$ cat src/rtl/line_refill_engine_if.sv
// ---------------------------------------------------------------------------
// line_refill_engine_if
//
// Bundles the I-cache miss request, the AHB-Lite read master bus, the early
// critical-word pulse and the line-fill handshake of line_refill_engine.
//
//   modport master : the refill engine side
//     in : miss_valid, miss_addr, hrdata, hready, hresp, fill_ready
//     out: miss_ready, haddr, htrans, hburst, hsize, hwrite,
//          crit_valid, crit_data, fill_valid, fill_addr, fill_data, fill_err
//   modport slave  : the environment side (cache control, AHB slave, array)
// ---------------------------------------------------------------------------
interface line_refill_engine_if #(
    parameter int DATA_W = 32,
    parameter int BEATS  = 4
);
    // miss request
    logic                      miss_valid;
    logic [31:0]               miss_addr;
    logic                      miss_ready;
    // AHB-Lite master
    logic [31:0]               haddr;
    logic [1:0]                htrans;
    logic [2:0]                hburst;
    logic [2:0]                hsize;
    logic                      hwrite;
    logic [DATA_W-1:0]         hrdata;
    logic                      hready;
    logic                      hresp;
    // critical word early restart
    logic                      crit_valid;
    logic [DATA_W-1:0]         crit_data;
    // line fill towards the cache array
    logic                      fill_valid;
    logic                      fill_ready;
    logic [31:0]               fill_addr;
    logic [BEATS*DATA_W-1:0]   fill_data;
    logic                      fill_err;

    modport master (
        input  miss_valid, miss_addr, hrdata, hready, hresp, fill_ready,
        output miss_ready, haddr, htrans, hburst, hsize, hwrite,
               crit_valid, crit_data, fill_valid, fill_addr, fill_data, fill_err
    );

    modport slave (
        output miss_valid, miss_addr, hrdata, hready, hresp, fill_ready,
        input  miss_ready, haddr, htrans, hburst, hsize, hwrite,
               crit_valid, crit_data, fill_valid, fill_addr, fill_data, fill_err
    );
endinterface

$ cat src/rtl/line_refill_engine.sv
// ---------------------------------------------------------------------------
// line_refill_engine
//
// AHB-Lite read-burst master for the I-cache miss path. A miss launches one
// WRAP4 critical-word-first burst; returned beats are collected in a line
// buffer and handed to the cache array over a valid/ready handshake. The
// first returned beat is also pulsed out early for core restart. An ERROR
// response cancels the rest of the burst and delivers a partial line with
// fill_err set.
//
// Ports:
//   clk   : system clock, rising edge
//   rstn  : asynchronous active-low reset
//   bus   : line_refill_engine_if.master (miss request, AHB bus, critical
//           word, line fill)
// ---------------------------------------------------------------------------
module line_refill_engine #(
    parameter int DATA_W = 32,
    parameter int BEATS  = 4
) (
    input  logic                 clk,
    input  logic                 rstn,
    line_refill_engine_if.master bus
);
    localparam int OFF_W    = $clog2(DATA_W / 8);   // byte offset within a word
    localparam int IDX_W    = $clog2(BEATS);        // word index within a line
    localparam int LINE_OFF = OFF_W + IDX_W;        // byte offset within a line
    localparam int CNT_W    = IDX_W + 1;

    localparam logic [CNT_W-1:0] LAST_BEAT  = CNT_W'(BEATS - 1);
    localparam logic [CNT_W-1:0] NUM_BEATS  = CNT_W'(BEATS);

    localparam logic [1:0] HTRANS_IDLE   = 2'b00;
    localparam logic [1:0] HTRANS_NONSEQ = 2'b10;
    localparam logic [1:0] HTRANS_SEQ    = 2'b11;
    localparam logic [2:0] HBURST_SINGLE = 3'b000;
    localparam logic [2:0] HBURST_WRAP4  = 3'b010;

    typedef enum logic [2:0] {
        S_IDLE,
        S_ADDR,
        S_BURST,
        S_DRAIN,
        S_FILL
    } state_t;

    state_t              state_q;
    logic [31:0]         haddr_q;
    logic [1:0]          htrans_q;
    logic [2:0]          hburst_q;
    logic [CNT_W-1:0]    addr_cnt_q;    // addresses accepted by the slave
    logic [CNT_W-1:0]    beat_cnt_q;    // data beats sampled
    logic [IDX_W-1:0]    start_idx_q;   // word index of the critical word
    logic                miss_ready_q;
    logic                crit_valid_q;
    logic [DATA_W-1:0]   crit_data_q;
    logic                fill_valid_q;
    logic                fill_err_q;
    logic [31:0]         fill_addr_q;
    logic [DATA_W-1:0]   line_q [BEATS];

    logic [IDX_W-1:0]    wrap_idx_d;
    logic [31:0]         haddr_d;
    logic [IDX_W-1:0]    beat_idx_d;
    logic                unused_addr_bits;

    // Wrapping increment: only the word-in-line index advances.
    always_comb begin
        wrap_idx_d = haddr_q[LINE_OFF-1:OFF_W] + IDX_W'(1);
        haddr_d    = {haddr_q[31:LINE_OFF], wrap_idx_d, {OFF_W{1'b0}}};
    end

    // Beats come back in wrap order, so beat n lands at start + n (mod BEATS),
    // which is exactly the [3:2] of the address that beat was issued with.
    always_comb begin
        beat_idx_d = start_idx_q + beat_cnt_q[IDX_W-1:0];
    end

    assign unused_addr_bits = ^bus.miss_addr[OFF_W-1:0];

    always_ff @(posedge clk or negedge rstn) begin
        if (!rstn) begin
            state_q      <= S_IDLE;
            haddr_q      <= '0;
            htrans_q     <= HTRANS_IDLE;
            hburst_q     <= HBURST_SINGLE;
            addr_cnt_q   <= '0;
            beat_cnt_q   <= '0;
            start_idx_q  <= '0;
            miss_ready_q <= 1'b1;
            crit_valid_q <= 1'b0;
            crit_data_q  <= '0;
            fill_valid_q <= 1'b0;
            fill_err_q   <= 1'b0;
            fill_addr_q  <= '0;
            for (int i = 0; i < BEATS; i++) begin
                line_q[i] <= '0;
            end
        end else begin
            crit_valid_q <= 1'b0;
            case (state_q)
                S_IDLE: begin
                    if (bus.miss_valid) begin
                        haddr_q      <= {bus.miss_addr[31:OFF_W], {OFF_W{1'b0}}};
                        htrans_q     <= HTRANS_NONSEQ;
                        hburst_q     <= HBURST_WRAP4;
                        start_idx_q  <= bus.miss_addr[LINE_OFF-1:OFF_W];
                        fill_addr_q  <= {bus.miss_addr[31:LINE_OFF], {LINE_OFF{1'b0}}};
                        addr_cnt_q   <= '0;
                        beat_cnt_q   <= '0;
                        miss_ready_q <= 1'b0;
                        for (int i = 0; i < BEATS; i++) begin
                            line_q[i] <= '0;
                        end
                        state_q      <= S_ADDR;
                    end
                end

                // NONSEQ address phase; no data phase is outstanding yet.
                S_ADDR: begin
                    if (bus.hready) begin
                        addr_cnt_q <= CNT_W'(1);
                        haddr_q    <= haddr_d;
                        htrans_q   <= HTRANS_SEQ;
                        state_q    <= S_BURST;
                    end
                end

                // Every BURST cycle has exactly one data phase outstanding;
                // an address phase overlaps it until all addresses are out.
                S_BURST: begin
                    if (bus.hready) begin
                        if (addr_cnt_q < NUM_BEATS) begin
                            addr_cnt_q <= addr_cnt_q + CNT_W'(1);
                            if (addr_cnt_q == LAST_BEAT) begin
                                htrans_q <= HTRANS_IDLE;
                                hburst_q <= HBURST_SINGLE;
                            end else begin
                                haddr_q  <= haddr_d;
                            end
                        end
                        line_q[beat_idx_d] <= bus.hrdata;
                        beat_cnt_q         <= beat_cnt_q + CNT_W'(1);
                        if (beat_cnt_q == '0) begin
                            crit_valid_q <= 1'b1;
                            crit_data_q  <= bus.hrdata;
                        end
                        if (beat_cnt_q == LAST_BEAT) begin
                            fill_valid_q <= 1'b1;
                            state_q      <= S_FILL;
                        end
                    end else if (bus.hresp) begin
                        // First ERROR cycle: cancel the remaining transfers.
                        htrans_q <= HTRANS_IDLE;
                        hburst_q <= HBURST_SINGLE;
                        state_q  <= S_DRAIN;
                    end
                end

                // Second ERROR cycle completes the failed beat; its data is dropped.
                S_DRAIN: begin
                    if (bus.hresp && bus.hready) begin
                        fill_valid_q <= 1'b1;
                        fill_err_q   <= 1'b1;
                        state_q      <= S_FILL;
                    end
                end

                S_FILL: begin
                    if (bus.fill_ready) begin
                        fill_valid_q <= 1'b0;
                        fill_err_q   <= 1'b0;
                        miss_ready_q <= 1'b1;
                        state_q      <= S_IDLE;
                    end
                end

                default: begin
                    state_q <= S_IDLE;
                end
            endcase
        end
    end

    assign bus.miss_ready = miss_ready_q;
    assign bus.haddr      = haddr_q;
    assign bus.htrans     = htrans_q;
    assign bus.hburst     = hburst_q;
    assign bus.hsize      = 3'b010;
    assign bus.hwrite     = 1'b0;
    assign bus.crit_valid = crit_valid_q;
    assign bus.crit_data  = crit_data_q;
    assign bus.fill_valid = fill_valid_q;
    assign bus.fill_addr  = fill_addr_q;
    assign bus.fill_err   = fill_err_q;

    // Word i of the line occupies fill_data[DATA_W*i +: DATA_W].
    for (genvar gi = 0; gi < BEATS; gi++) begin : g_fill_word
        assign bus.fill_data[gi*DATA_W +: DATA_W] = line_q[gi];
    end
endmodule

$ cat src/flat_wrapper.sv
// flat-port wrapper written by rule: the top's interface ports become plain ports
module line_refill_engine_flat 
#(
    parameter int DATA_W = 32,
    parameter int BEATS  = 4
)
  (clk, rstn, bus_miss_valid, bus_miss_addr, bus_hrdata, bus_hready, bus_hresp, bus_fill_ready, bus_miss_ready, bus_haddr, bus_htrans, bus_hburst, bus_hsize, bus_hwrite, bus_crit_valid, bus_crit_data, bus_fill_valid, bus_fill_addr, bus_fill_data, bus_fill_err);
  line_refill_engine_if #(.DATA_W(DATA_W), .BEATS(BEATS)) bus_i ();
  input  logic clk;
  input  logic rstn;
  input wire logic [$bits(bus_i.miss_valid)-1:0] bus_miss_valid;
  input wire logic [$bits(bus_i.miss_addr)-1:0] bus_miss_addr;
  input wire logic [$bits(bus_i.hrdata)-1:0] bus_hrdata;
  input wire logic [$bits(bus_i.hready)-1:0] bus_hready;
  input wire logic [$bits(bus_i.hresp)-1:0] bus_hresp;
  input wire logic [$bits(bus_i.fill_ready)-1:0] bus_fill_ready;
  output wire logic [$bits(bus_i.miss_ready)-1:0] bus_miss_ready;
  output wire logic [$bits(bus_i.haddr)-1:0] bus_haddr;
  output wire logic [$bits(bus_i.htrans)-1:0] bus_htrans;
  output wire logic [$bits(bus_i.hburst)-1:0] bus_hburst;
  output wire logic [$bits(bus_i.hsize)-1:0] bus_hsize;
  output wire logic [$bits(bus_i.hwrite)-1:0] bus_hwrite;
  output wire logic [$bits(bus_i.crit_valid)-1:0] bus_crit_valid;
  output wire logic [$bits(bus_i.crit_data)-1:0] bus_crit_data;
  output wire logic [$bits(bus_i.fill_valid)-1:0] bus_fill_valid;
  output wire logic [$bits(bus_i.fill_addr)-1:0] bus_fill_addr;
  output wire logic [$bits(bus_i.fill_data)-1:0] bus_fill_data;
  output wire logic [$bits(bus_i.fill_err)-1:0] bus_fill_err;
  assign bus_i.miss_valid = bus_miss_valid;
  assign bus_i.miss_addr = bus_miss_addr;
  assign bus_i.hrdata = bus_hrdata;
  assign bus_i.hready = bus_hready;
  assign bus_i.hresp = bus_hresp;
  assign bus_i.fill_ready = bus_fill_ready;
  assign bus_miss_ready = bus_i.miss_ready;
  assign bus_haddr = bus_i.haddr;
  assign bus_htrans = bus_i.htrans;
  assign bus_hburst = bus_i.hburst;
  assign bus_hsize = bus_i.hsize;
  assign bus_hwrite = bus_i.hwrite;
  assign bus_crit_valid = bus_i.crit_valid;
  assign bus_crit_data = bus_i.crit_data;
  assign bus_fill_valid = bus_i.fill_valid;
  assign bus_fill_addr = bus_i.fill_addr;
  assign bus_fill_data = bus_i.fill_data;
  assign bus_fill_err = bus_i.fill_err;
  line_refill_engine #(.DATA_W(DATA_W), .BEATS(BEATS)) u_core (.clk(clk), .rstn(rstn), .bus(bus_i));
endmodule
$ cat config.mk
export PLATFORM = sky130hd
export DESIGN_NAME = line_refill_engine_flat
export DESIGN_NICKNAME = d
export VERILOG_FILES = /design/src/rtl/line_refill_engine_if.sv /design/src/rtl/line_refill_engine.sv /design/src/flat_wrapper.sv
export SDC_FILE = /design/constraint.sdc
export NUM_CORES = 1
export LEC_CHECK = 0
export ABC_AREA = 1
export CORE_ASPECT_RATIO = 1.1
export CORE_UTILIZATION = 43
export DETAILED_ROUTE_END_ITERATION = 10
export PLACE_DENSITY_LB_ADDON = 0.2
export SLEW_MARGIN = 20
export SYNTH_ARGS = -nofsm -noshare
export SYNTH_HDL_FRONTEND = slang
export SYNTH_SLANG_ARGS = --single-unit
$ cat constraint.sdc
create_clock -name clk -period 1.5 [get_ports clk]
set_input_delay 0.3 -clock clk [delete_from_list [all_inputs] [get_ports clk]]
set_output_delay 0.3 -clock clk [all_outputs]
set_load 0.05 [all_outputs]
==> flow_metrics.tcl <==
set metrics [dict create \
    io_buffers 292 \
    finalSetupTns_ns -20.23 \
    max_freq_mhz 593.9 \
    wire_per_inst_um 20.10 \
    crit_path_end_kind "register" \
    drt_first_pass_iters 5 \
    drive_above_1_share 0.3621 \
    cts_tree "yes" \
    cts.sinks 236 \
    cts_max_level 1 \
    power_density_mw_per_mm2 2406 \
    hold_ws_ns 0.2186 \
    crit_required_ns 1.91 \
    layout.cells.non_filler 1910 \
    grt_first_pass_wirelength_mm 54.54 \
    start_kind "register" \
    slew_violations 0 \
    cts_root_buf "clkbuf_16" \
    dieArea_mm2 0.02443 \
    power.total_w 0.04520 \
    worstPathArrival_ns 2.10 \
    p_leak_nw 9.329 \
    vias_per_cell 5.342 \
    dr_total_vias 10200 \
    most-common-layout-cells "398 x nand2_1, 258 x buf_12, 232 x dfrtp_1" \
    synth.avg_cell_area_um2 8.189 \
    numCtsBuffers 25 \
    grt_overflow 0 \
    finalHoldViolations 0 \
    die_h_um 163.8 \
    ys_seq_area_frac 0.5771 \
    violations "setup timing" \
    dp_hpwl_mm 23.59 \
    area_growth_pct 83.55 \
    grt_usage 0.2886 \
    synth-seq-cells 236 \
    cts_max_path_buffers 3 \
    crit_fanout 7 \
    clk_latency_ns 0.53 \
    drt_iter0_markers 750 \
    ant_nets 0 \
    ir_drop_v 0.001863 \
    status "finished with violations" \
    antenna_found_initial 0 \
    final.period_utilization 1.122 \
    start_util 0.4436 \
    rsz0062_at_grt "true" \
    clock_skew_ns 0.009258 \
    ff2ff_path_depth 9 \
    die_x_um 149.1 \
    synth_area_mm2 0.01024 \
    nFillCells 1284 \
    dpl.cell_count 1827 \
    place.gp.congestion 0.8469 \
    yosysUniqueCellTypes 28 \
    ios 307 \
    grt_max_degree 65 \
    crit_type "reg -> reg" \
    yosysWarnings 0 \
    post-route-drc-count 0 \
    maxCapViolCount 0 \
    fin_crit_ns 1.684 \
    clk_pin_slew_ns 0.06 \
    antennaDiodeCount 0 \
    grt_pass1_vias 10060 \
    setup_viol 192 \
    holdCritPathClass "in -> async" \
    syn_inst 1250 \
    core-area_mm2 0.02308 \
    routed_wl_mm 38.40 \
    finalWorstSetupSlack_ns -0.1837 \
    num_rows 58 \
    nets 1668 \
    layout_commonest_cell "nand2_1" \
]
==> cell usage after synthesis, drive strengths merged <==
master | instances | share of area
a21boi | 1 | 0.00073
buf | 63 | 0.034
clkbuf | 26 | 0.0095
conb | 2 | 0.00073
dfrtp | 235 | 0.57
dfstp | 1 | 0.0026
ha | 6 | 0.0073
inv | 17 | 0.0062
nand2 | 524 | 0.19
nand3 | 208 | 0.10
nand3b | 2 | 0.0015
nand4 | 2 | 0.0018
nor2 | 148 | 0.057
nor3 | 1 | 0.00049
o21ai | 10 | 0.0049
o22ai | 1 | 0.00061
or2 | 2 | 0.0012
xnor2 | 1 | 0.00086
==> where the power goes <==
part | switching, W | internal [W] | total (W)
clock network | 0.00260 | 0.00405 | 0.00665
logic | 0.0156 | 0.0121 | 0.0277
registers | 0.00244 | 0.00840 | 0.0108
total | 0.0206 | 0.0246 | 0.0452
==> cells by family after synthesis <==
group,Yosys count,share of synthesized area
adders and majority gates,6,0.007334
AOI/OAI and AO/OA,12,0.006235
buffers and inverters,106,0.04963
other,2,0.0007337
xor gates and xnor gates,1,0.0008558
DFF,236,0.5771
and+or+nand+nor,887,0.3581
==> final timing paths <==
| path | start | endpoint | slack [ns] |
|---|---|---|---|
| max | u_core.beat_cnt_q[0]$_DFFE_PN0P_ | u_core.bus.fill_data[110]$_DFFE_PN0P_ | -0.18 |
| min | rstn | u_core.bus.haddr[17]$_DFFE_PN0P_ | 0.22 |
| max reg2reg | u_core.beat_cnt_q[0]$_DFFE_PN0P_ | u_core.bus.fill_data[110]$_DFFE_PN0P_ | -0.18 |
| min reg2reg | u_core.addr_cnt_q[1]$_DFFE_PN0P_ | u_core.addr_cnt_q[1]$_DFFE_PN0P_ | 0.51 |
| max in group asynchronous | rstn | u_core.bus.fill_data[25]$_DFFE_PN0P_ | 0.63 |
| min in group clk | bus_miss_addr[12] | u_core.bus.haddr[12]$_DFFE_PN0P_ | 0.34 |
==> per-layer routing <==
metal / routed length [um] / track usage
met5: 0 / 0
met4: 1544 / 0.1016
met3: 3361 / 0.07556
met2: 19730 / 0.4949
met1: 13760 / 0.3495
==> worst max-delay path: stages (launching register included) <==
cell and delay, ns:
dfrtp_1 0.43, ha_4 0.20, inv_2 0.07, nand2_4 0.06, nand3_4 0.13, buf_4 0.15, nand4_4 0.15, clkbuf_16 0.20
nand3_1 0.11, nand2_1 0.08
==> registers in the layout, summed over array words and instances (netlist names) <==
name                   cells
u_core.bus.fill_data     128
u_core.bus.crit_data      32
u_core.bus.haddr          30
u_core.bus.fill_addr      28
u_core.addr_cnt_q          3
u_core.beat_cnt_q          3
u_core.state_q             3
u_core.bus.htrans          2
u_core.start_idx_q         2
u_core.bus.crit_valid      1
u_core.bus.fill_err        1
u_core.bus.fill_valid      1
u_core.bus.hburst          1
u_core.bus.miss_ready      1
==> cell type report <==
type                            instances  area [um^2]  area share
Sequential cell                       236         5911      0.3146
Tap cell                              300        375.4     0.01998
Inverter                               17        80.08    0.004262
Timing Repair Buffer                  394         6745      0.3590
Clock inverter                          9        126.4    0.006726
Clock buffer                           36        767.0     0.04082
Multi-Input combinational cell        918         4783      0.2546
==> timing repair <==
action / CTS / global route
setup buffers: 13 / 12
resized for setup: 64 / 225
hold buffers: 1 / 0
pin swaps: 12 / 60
gates cloned: 6 / 11
endpoints found under the setup margin: 203 / 191
hold endpoints to repair: 190 / 0
==> through the flow <==
step / util / cell area [um^2] / setup slack, ns
after floorplan: - / 10310 / 0.0007205
after global placement: 0.7045 / 16260 / -0.2877
after detailed placement: 0.7045 / 16260 / -0.2999
after CTS: 0.7663 / 17680 / -0.1466
after global routing: 0.8141 / 18790 / -0.2615
final: 0.8141 / 18790 / -0.1837
No activity file was read; power rests on OpenSTA's default activity.
